## src/rtl/alu_issue_stage.sv

```systemverilog
// alu_issue_stage: decodes RV32I OP / OP-IMM / LUI into the ALU's op/operand interface and
// registers it into the ID/EX pipeline register (one clk from accept to outputs).
// Backpressure: instr_ready = !halt & !stall; halt freezes every register, flush turns the
// instruction being decoded into a bubble, illegal encodings issue a bubble plus a 1-cycle flag.
//
// Ports:
//   clk, rst                    clock, asynchronous active-high reset
//   halt, flush                 freeze all state / drop the instruction being decoded
//   instr_valid, instr          instruction from fetch; instr_ready (comb) accepts it
//   rs1_addr, rs2_addr          comb register-file read addresses (instr[19:15], instr[24:20])
//   rs1_data, rs2_data          register-file read data, same cycle
//   alu_result_comb             ALU result of the instruction currently in EX
//   alu_result_wb               ALU registered result (instruction in WB)
//   op_val, signed_unsigned_n,
//   operand_a, operand_b,
//   rd_addr, rd_we, issue_valid,
//   illegal_instr               registered ID/EX outputs
//
// Build option: ALU_ISSUE_WB_FWD_EN
//   defined   - WB hazards are resolved by forwarding alu_result_wb, never stalls.
//   undefined - alu_result_wb is ignored; a WB-only hazard stalls one cycle (bubble issued)
//               and the instruction is re-decoded once the register file holds the value.

module alu_issue_stage #(
    parameter int XLEN       = 32,
    parameter int REG_ADDR_W = 5
) (
    input  logic                  clk,
    input  logic                  rst,
    input  logic                  halt,
    input  logic                  flush,
    input  logic                  instr_valid,
    input  logic [31:0]           instr,
    output logic                  instr_ready,
    output logic [REG_ADDR_W-1:0] rs1_addr,
    output logic [REG_ADDR_W-1:0] rs2_addr,
    input  logic [XLEN-1:0]       rs1_data,
    input  logic [XLEN-1:0]       rs2_data,
    input  logic [XLEN-1:0]       alu_result_comb,
    input  logic [XLEN-1:0]       alu_result_wb,
    output logic [3:0]            op_val,
    output logic                  signed_unsigned_n,
    output logic [XLEN-1:0]       operand_a,
    output logic [XLEN-1:0]       operand_b,
    output logic [REG_ADDR_W-1:0] rd_addr,
    output logic                  rd_we,
    output logic                  issue_valid,
    output logic                  illegal_instr
);

    localparam logic [6:0] OPC_OP     = 7'b0110011;
    localparam logic [6:0] OPC_OP_IMM = 7'b0010011;
    localparam logic [6:0] OPC_LUI    = 7'b0110111;

    localparam logic [3:0] OPV_NOP  = 4'b0000;
    localparam logic [3:0] OPV_ADD  = 4'b0001;
    localparam logic [3:0] OPV_SUB  = 4'b0010;
    localparam logic [3:0] OPV_SLT  = 4'b0011;
    localparam logic [3:0] OPV_SLTU = 4'b1011;
    localparam logic [3:0] OPV_AND  = 4'b0100;
    localparam logic [3:0] OPV_OR   = 4'b0101;
    localparam logic [3:0] OPV_XOR  = 4'b0110;
    localparam logic [3:0] OPV_SLL  = 4'b0111;
    localparam logic [3:0] OPV_SRL  = 4'b1000;
    localparam logic [3:0] OPV_SRA  = 4'b1001;

    logic [6:0] opcode;
    logic [2:0] funct3;
    logic [6:0] funct7;

    assign opcode   = instr[6:0];
    assign funct3   = instr[14:12];
    assign funct7   = instr[31:25];
    assign rs1_addr = instr[19:15];
    assign rs2_addr = instr[24:20];

    // ID/EX register and WB tracking state
    logic [3:0]            op_val_q,  op_val_d;
    logic                  sun_q,     sun_d;
    logic [XLEN-1:0]       op_a_q,    op_a_d;
    logic [XLEN-1:0]       op_b_q,    op_b_d;
    logic [REG_ADDR_W-1:0] rd_addr_q, rd_addr_d;
    logic                  rd_we_q,   rd_we_d;
    logic                  issue_valid_q, issue_valid_d;
    logic                  illegal_q, illegal_d;
    logic [REG_ADDR_W-1:0] wb_rd_q,   wb_rd_d;
    logic                  wb_we_q,   wb_we_d;

    // ------------------------------------------------------------------
    // Instruction decode
    // ------------------------------------------------------------------
    logic [3:0] dec_op;
    logic       dec_sun;
    logic       dec_legal;
    logic       use_rs1;
    logic       use_rs2;
    logic       is_imm;
    logic       is_lui;
    logic       is_shift;

    always_comb begin
        dec_op    = OPV_NOP;
        dec_sun   = 1'b0;
        dec_legal = 1'b0;
        use_rs1   = 1'b0;
        use_rs2   = 1'b0;
        is_imm    = 1'b0;
        is_lui    = 1'b0;
        is_shift  = 1'b0;
        case (opcode)
            OPC_OP, OPC_OP_IMM: begin
                is_imm  = (opcode == OPC_OP_IMM);
                use_rs1 = 1'b1;
                use_rs2 = (opcode == OPC_OP);
                if (opcode == OPC_OP) begin
                    // Only funct7 0000000, or 0100000 for SUB/SRA, is a legal RV32I OP.
                    dec_legal = (funct7 == 7'b0000000) ||
                                ((funct7 == 7'b0100000) && ((funct3 == 3'b000) || (funct3 == 3'b101)));
                end else begin
                    dec_legal = 1'b1;
                end
                case (funct3)
                    3'b000: dec_op = (!is_imm && funct7[5]) ? OPV_SUB : OPV_ADD;
                    3'b001: begin
                        dec_op   = OPV_SLL;
                        is_shift = 1'b1;
                    end
                    3'b010: begin
                        dec_op  = OPV_SLT;
                        dec_sun = 1'b1;
                    end
                    3'b011: dec_op = OPV_SLTU;
                    3'b100: dec_op = OPV_XOR;
                    3'b101: begin
                        // instr[30] is funct7[5] for OP and imm[10] for OP-IMM.
                        is_shift = 1'b1;
                        if (instr[30]) begin
                            dec_op  = OPV_SRA;
                            dec_sun = 1'b1;
                        end else begin
                            dec_op = OPV_SRL;
                        end
                    end
                    3'b110: dec_op = OPV_OR;
                    default: dec_op = OPV_AND;
                endcase
            end
            OPC_LUI: begin
                is_lui    = 1'b1;
                dec_legal = 1'b1;
                dec_op    = OPV_ADD;
            end
            default: ;
        endcase
    end

    // ------------------------------------------------------------------
    // Hazard detection and forwarding (x0 never forwards and reads 0)
    // ------------------------------------------------------------------
    logic            ex_hit_a, ex_hit_b;
    logic            wb_hit_a, wb_hit_b;
    logic [XLEN-1:0] fwd_a, fwd_b;
    logic            stall;

    assign ex_hit_a = (rs1_addr != '0) && issue_valid_q && rd_we_q && (rd_addr_q == rs1_addr);
    assign ex_hit_b = (rs2_addr != '0) && issue_valid_q && rd_we_q && (rd_addr_q == rs2_addr);
    assign wb_hit_a = (rs1_addr != '0) && wb_we_q && (wb_rd_q == rs1_addr);
    assign wb_hit_b = (rs2_addr != '0) && wb_we_q && (wb_rd_q == rs2_addr);

`ifdef ALU_ISSUE_WB_FWD_EN
    logic unused_use_flags;
    assign unused_use_flags = use_rs1 ^ use_rs2;

    assign fwd_a = (rs1_addr == '0) ? '0 :
                   ex_hit_a ? alu_result_comb :
                   wb_hit_a ? alu_result_wb : rs1_data;
    assign fwd_b = (rs2_addr == '0) ? '0 :
                   ex_hit_b ? alu_result_comb :
                   wb_hit_b ? alu_result_wb : rs2_data;
    assign stall = 1'b0;
`else
    logic unused_wb_result;
    assign unused_wb_result = ^alu_result_wb;

    assign fwd_a = (rs1_addr == '0) ? '0 : ex_hit_a ? alu_result_comb : rs1_data;
    assign fwd_b = (rs2_addr == '0) ? '0 : ex_hit_b ? alu_result_comb : rs2_data;
    // A WB-only hazard waits one cycle so the register file read returns the written value.
    // Only operands the instruction actually reads can stall it; a flushed or illegal
    // instruction never stalls.
    assign stall = instr_valid && !flush && dec_legal &&
                   ((use_rs1 && wb_hit_a && !ex_hit_a) || (use_rs2 && wb_hit_b && !ex_hit_b));
`endif

    assign instr_ready = !halt && !stall;

    // ------------------------------------------------------------------
    // Operand selection
    // ------------------------------------------------------------------
    logic [XLEN-1:0] dec_a, dec_b;

    always_comb begin
        dec_a = fwd_a;
        dec_b = fwd_b;
        if (is_lui) begin
            dec_a = '0;
            dec_b = XLEN'({instr[31:12], 12'b0});
        end else if (is_imm) begin
            dec_b = is_shift ? XLEN'(instr[24:20]) : XLEN'($signed(instr[31:20]));
        end else if (is_shift) begin
            dec_b = XLEN'(fwd_b[4:0]);
        end
    end

    // ------------------------------------------------------------------
    // Next state
    // ------------------------------------------------------------------
    logic accept;
    logic issue;

    assign accept = instr_valid && !flush && !stall;
    assign issue  = accept && dec_legal;

    always_comb begin
        op_val_d      = OPV_NOP;
        sun_d         = 1'b0;
        op_a_d        = '0;
        op_b_d        = '0;
        rd_addr_d     = '0;
        rd_we_d       = 1'b0;
        issue_valid_d = 1'b0;
        if (issue) begin
            op_val_d      = dec_op;
            sun_d         = dec_sun;
            op_a_d        = dec_a;
            op_b_d        = dec_b;
            rd_addr_d     = instr[11:7];
            rd_we_d       = 1'b1;
            issue_valid_d = 1'b1;
        end
        illegal_d = accept && !dec_legal;
        wb_rd_d   = rd_addr_q;
        wb_we_d   = rd_we_q && issue_valid_q;
    end

    always_ff @(posedge clk or posedge rst) begin
        if (rst) begin
            op_val_q      <= OPV_NOP;
            sun_q         <= 1'b0;
            op_a_q        <= '0;
            op_b_q        <= '0;
            rd_addr_q     <= '0;
            rd_we_q       <= 1'b0;
            issue_valid_q <= 1'b0;
            illegal_q     <= 1'b0;
            wb_rd_q       <= '0;
            wb_we_q       <= 1'b0;
        end else if (!halt) begin
            op_val_q      <= op_val_d;
            sun_q         <= sun_d;
            op_a_q        <= op_a_d;
            op_b_q        <= op_b_d;
            rd_addr_q     <= rd_addr_d;
            rd_we_q       <= rd_we_d;
            issue_valid_q <= issue_valid_d;
            illegal_q     <= illegal_d;
            wb_rd_q       <= wb_rd_d;
            wb_we_q       <= wb_we_d;
        end
    end

    assign op_val            = op_val_q;
    assign signed_unsigned_n = sun_q;
    assign operand_a         = op_a_q;
    assign operand_b         = op_b_q;
    assign rd_addr           = rd_addr_q;
    assign rd_we             = rd_we_q;
    assign issue_valid       = issue_valid_q;
    assign illegal_instr     = illegal_q;

endmodule

```

## config.mk

```make
export PLATFORM = sky130hd
export DESIGN_NAME = alu_issue_stage
export DESIGN_NICKNAME = d
export VERILOG_FILES = /design/src/rtl/alu_issue_stage.sv
export SDC_FILE = /design/constraint.sdc
export NUM_CORES = 1
export LEC_CHECK = 0
export ABC_AREA = 1
export CORE_MARGIN = 2
export CORE_UTILIZATION = 31
export CTS_BUF_LIST = sky130_fd_sc_hd__clkbuf_8
export DETAILED_ROUTE_END_ITERATION = 8
export PLACE_DENSITY = 0.77
export REMOVE_ABC_BUFFERS = 1
export SLEW_MARGIN = 20
export SYNTH_ARGS = -nofsm -noshare
export SYNTH_HDL_FRONTEND = slang
export SYNTH_SLANG_ARGS = --single-unit
export TNS_END_PERCENT = 30
```

## constraint.sdc

```tcl
create_clock -name clk -period 2.8 [get_ports clk]
set_input_delay 0.56 -clock clk [delete_from_list [all_inputs] [get_ports clk]]
set_output_delay 0.56 -clock clk [all_outputs]
set_load 0.05 [all_outputs]
```

; ---- Yosys cells after proc, flatten, opt, wreduce, memory -nomap -nowiden
; Index checks and enable logic that the tools add are counted.
[op_classes]
eq_ne = 14
muxes = 30
n_reduce_logical = 41
[op_table]
columns = op, count
row1 = two-way mux 32 bit, 11
row2 = one-hot mux 4 bit (7 select lines), 1
row3 = logical AND 1 bit, 23
row4 = == test 7 x 6 -> 1 bit (second input constant), 3
row5 = == test 5 bit, 4
row6 = two-way mux 1 bit, 12
row7 = logical NOT 5 bit, 2
row8 = nonzero test 5 bit, 2
row9 = == test 3 bit (second input constant), 3
row10 = one-hot mux 4 bit (2 select lines), 1
row11 = == test 7 x 5 -> 1 bit (second input constant), 1
row12 = logical NOT 1 bit, 7
row13 = logical NOT 7 bit, 1
row14 = == test 3 x 2 -> 1 bit (second input constant), 2
row15 = two-way mux 5 bit, 1
row16 = two-way mux 4 bit, 1
row17 = one-hot mux 1 bit (2 select lines), 2
row18 = OR reduction 2 bit, 2
row19 = == test 3 x 1 -> 1 bit (second input constant), 1
row20 = logical NOT 3 bit, 1
row21 = logical OR 1 bit, 3
row22 = two-way mux 2 bit, 1
[totals]
ff_bits = 82
inputBits = 165
elab_cells = 94

; ---- Longest topological paths before layout
[depth]
word_depth = 12
ltp_mapped = 14
depth_no_buf = 13

; ---- Worst setup path after synthesis
; Ideal clock, no wire load.
[synth_timing]
kind = reg-to-output
startpoint = register rd_addr_q[1], in the netlist rd_addr[1]
endpoint = output instr_ready
t_arrival_ps = 1797
required_time_ps = 2240
slack_ps = 443
path_stages_with_launch = 11
path_buffers = 0
path_cell_list = dfrtp_1 > inv_1 > nand2_1 > nand3_1 > nor2_4 > nand2_2 > nand3_2 > nand2_2 > nand2_2 > o21ai_0 > inv_1
[synth_via]
elab_chain_len = 8
elab_cells_between_ends = 12
[synth_rtl]
columns = item, line_no
row1 = start: declaration, 82  ; logic [REG_ADDR_W-1:0] rd_addr_q, rd_addr_d;
row2 = start signal: assignment, 262  ; rd_addr_q <= rd_addr_d;
row3 = == test 5 bit (on tied branches), "165, 166"
row4 = logical AND 1 bit (on tied branches), "165, 166"
row5 = logical NOT 1 bit, 191  ; ((use_rs1 && wb_hit_a && !ex_hit_a) || (use_rs2 && wb_hit_b && !ex_hit_b));
row6 = logical AND 1 bit, 191
row7 = logical OR 1 bit (*), 191
row8 = logical AND 1 bit (*), 190  ; assign stall = instr_valid && !flush && dec_legal &&
row9 = logical NOT 1 bit (*), 194  ; assign instr_ready = !halt && !stall;
row10 = logical AND 1 bit (*), 194
row11 = end: declaration, 34  ; output logic instr_ready,
; Every way passes the cells marked *; elsewhere a longest branch is shown, timed or not.

; ---- Worst setup path after layout
[layout_timing]
startpoint = input instr[22]
endpoint = output instr_ready
[layout_via]
elab_chain_len = 10
elab_cells_between_ends = 15
[layout_rtl]
columns = item, line_no
row1 = start: declaration, 33  ; input logic [31:0] instr,
row2 = nonzero test 5 bit, "166, 168"
row3 = logical AND 1 bit (3 in series), 166  ; assign ex_hit_b = (rs2_addr != '0) && issue_valid_q && rd_we_q && (rd_addr_q == rs2_addr);
row4 = logical NOT 1 bit, 191
row5 = logical AND 1 bit (*), 191
row6 = logical OR 1 bit (*), 191
row7 = logical AND 1 bit (*), 190
row8 = logical NOT 1 bit (*), 194
row9 = logical AND 1 bit (*), 194
; Marks and branches as above.

==> metrics <==
Setup Skew 0.0139 ns; Netlist cell types 30; cell row count 48; Area contributors post-synth dfrtp_1, nand2_1, inv_1, o21ai_0, nand3_1; #FFs+latches synth 82; final instance area 8360 µm²; post-synthesis cell count 837; hold_ws 0.482 ns; P&R area growth vs syn 51.4%; met2 Use GR 0.362; Crit-path slowest cell clkdlybuf4s50_1; CP Launch Type input port; CTS buffer count 9; routing usage on met1 0.263; vias per cell 4.69; ys flop type dfrtp_1; Overflow after GRT 0; DPL Wire Length 14,200 µm; Buffers on Ports 220; Setup Viol. Count Final 0; Pre-antenna DRT Iters 4; combinational fraction of design power 0.207; CTS sink count 82; vias in the first global route 5,912; Crit path top cell by count nand2_2; Worst slew margin 0.566; CP Data Arrival Time 2.14 ns; via count 6,027; sequential group share of total power 0.455; crit path capture type primary output; asr flop ratio synth 1.00; maximum vdd ir drop 0.190 mV; Buf/Inv on CP 4; final hold vios 0; Max Fclk 370 MHz; Pint 1.89 mW; Placement Cell Area 8140 µm²; initial antenna violation count 0; drt initial violations 319; FILL cells 1,768; Post-synth EDFFs 0; period utilization 0.966; sw frac 0.278; Top Usage Layer GRT met2; Clock transition at path regs 0.08 ns; register area share after synthesis 0.372; GRT Overall Usage 0.212; ANT nets after route 0; synth cell count leaders nand2_1, inv_1, o21ai_0; Crit Path Category input port to primary output; nets 1,221; gp weighted congestion 0.857; most area-hungry cell type in the Yosys netlist dfrtp_1; first-pass GRT wire length 30,700 µm; DRC viols 0; YS warnings 0; Post-Syn Area 5520 µm²; area of the die 18,900 µm²; cell with the most instances after synthesis nand2_1; ant diodes 0; pre-CTS setup slack -0.0432 ns; Hold Crit Class register to register; clock buffer depth 2; critical path fanouts, max 5; Initial Util 0.318; Core ar. 17,400 µm²; Pwr Total 2.61 mW; clk_lat worst skew 0.38 ns; Final Critical Period 2.70 ns; CTS H-tree lvls 3; final wirelength 19,900 µm; clock power share 0.337; dpl cells 1,269; fin worst setup slack 0.0962 ns; Worst Tran Pin Value 0.652 ns; max-cap violation count 0; PwrDens 312 nW/µm²; Max Slew Vio Count 0; Synth top area share 0.372; final non-filler cell total 1,285; Worst path max stage delay 0.53 ns; Pleak 4.36 nW; die height 137 µm; Post-Syn Area per Cell 6.60 µm²; share of cells above drive strength 1 0.106; hold buffer count at cts 0; critical-path cell list clkdlybuf4s50_1 > inv_2 > nand3_1 > nor2_4 > nor2_4 > nand2_2 > nand3_2 > nand2_2 > nand2_2 > o21ai_1 > inv_1 > buf_12; met3 Usage GRT 0.0537; WL/cell 15.5 µm; largest net degree at the start of global routing 88; cell family with most CP delay buffers and inverters; Root Buffer clkbuf_8; NetSw 0.725 mW; status complete, no violations; WP data required 2.24 ns; Die Wd 137 µm; CTS tree yes; # IOs 253
==> cell usage in the layout, fill, tap and decap left out, types with 15 or more instances in the layout <==
| master | synthesis | layout |
|---|---|---|
| buf_4 | 12 | 50 |
| o21ai_0 | 83 | 81 |
| nand3_1 | 66 | 66 |
| dfrtp_1 | 82 | 82 |
| clkdlybuf4s50_1 | 0 | 203 |
| inv_1 | 113 | 114 |
| o211ai_1 | 22 | 22 |
| a21oi_1 | 16 | 15 |
| nor2_1 | 19 | 15 |
| nand2_1 | 309 | 307 |
==> kinds of logic after synthesis <==
logic type,share of synthesized area
xor+xnor,0.0127
flops,0.372
compound gates,0.170
buf+inv,0.138
simple gates,0.308
==> state kept, by name, indices dropped and copies added, names as in the netlist <==
signal,count
wb_rd_q,5
signed_unsigned_n,1
illegal_instr,1
op_val,4
operand_a,32
issue_valid,1
operand_b,32
wb_we_q,1
rd_addr,5
==> power groups by stage <==
| stage | Sequential (mW) | Combinational (mW) | Clock, mW |
|---|---|---|---|
| 2_1_floorplan | 1.23 | 0.162 | 0 |
| 3_3_place_gp | 1.21 | 0.536 | 0 |
| 3_5_place_dp | 1.21 | 0.541 | 0 |
| 4_1_cts | 1.19 | 0.542 | 0.911 |
| 5_1_grt | 1.19 | 0.592 | 0.951 |
| 6_report | 1.19 | 0.541 | 0.881 |
==> per-layer routing <==
layer,vias up,wire length [µm],share of wire
li1,3041,-,-
met2,228,9450,0.47
met1,2721,8560,0.43
met4,0,461,0.023
met5,-,0,0
met3,37,1470,0.073
==> per-stage QoR <==
| stage | TNS, ns | utilization |
|---|---|---|
| final | 0 | 0.482 |
| after global routing | -0.00202 | 0.482 |
| after CTS | 0 | 0.480 |
| after detailed placement | -0.0432 | 0.469 |
| after global placement | -0.0243 | 0.469 |
| after floorplan | -37.69 | - |
==> timing repair <==
action	in CTS	in global routing
hold endpoints to repair	0	0
resized for setup	1	10
endpoints found under the setup margin	1	1
setup buffers	0	1
pin swaps	0	1
==> worst paths after layout <==
path                                    from             to  slack, ns  cells past startpoint
worst max-delay path               instr[22]    instr_ready        0.1                     12
worst min-delay path            operand_b[9]   operand_b[9]       0.48                      2
worst max register to register    rd_addr[1]   operand_b[9]       0.90                     10
worst min register to register  operand_b[9]   operand_b[9]       0.48                      2
max in group asynchronous                rst  operand_b[24]       1.58                      3
min in group asynchronous                rst  operand_b[29]       0.58                      2
==> tightest hold or removal path, delay by kind of cell, from the launching register on <==
kind	cells	cell delay (ns)
flip-flops	1	0.35
AND/OR/NAND/NOR	2	0.10
==> layout make-up <==
type | instances | area (µm²) | share of cell area
timing repair buffer | 267 | 2650 | 0.317
sequential | 82 | 2050 | 0.245
multi-input combinational | 574 | 2740 | 0.327
inverter | 122 | 460 | 0.0551
clock inverter | 5 | 47.5 | 0.00569
tap | 225 | 282 | 0.0337
clock buffer | 10 | 138 | 0.0165
Power figures use the tool's default switching activity.
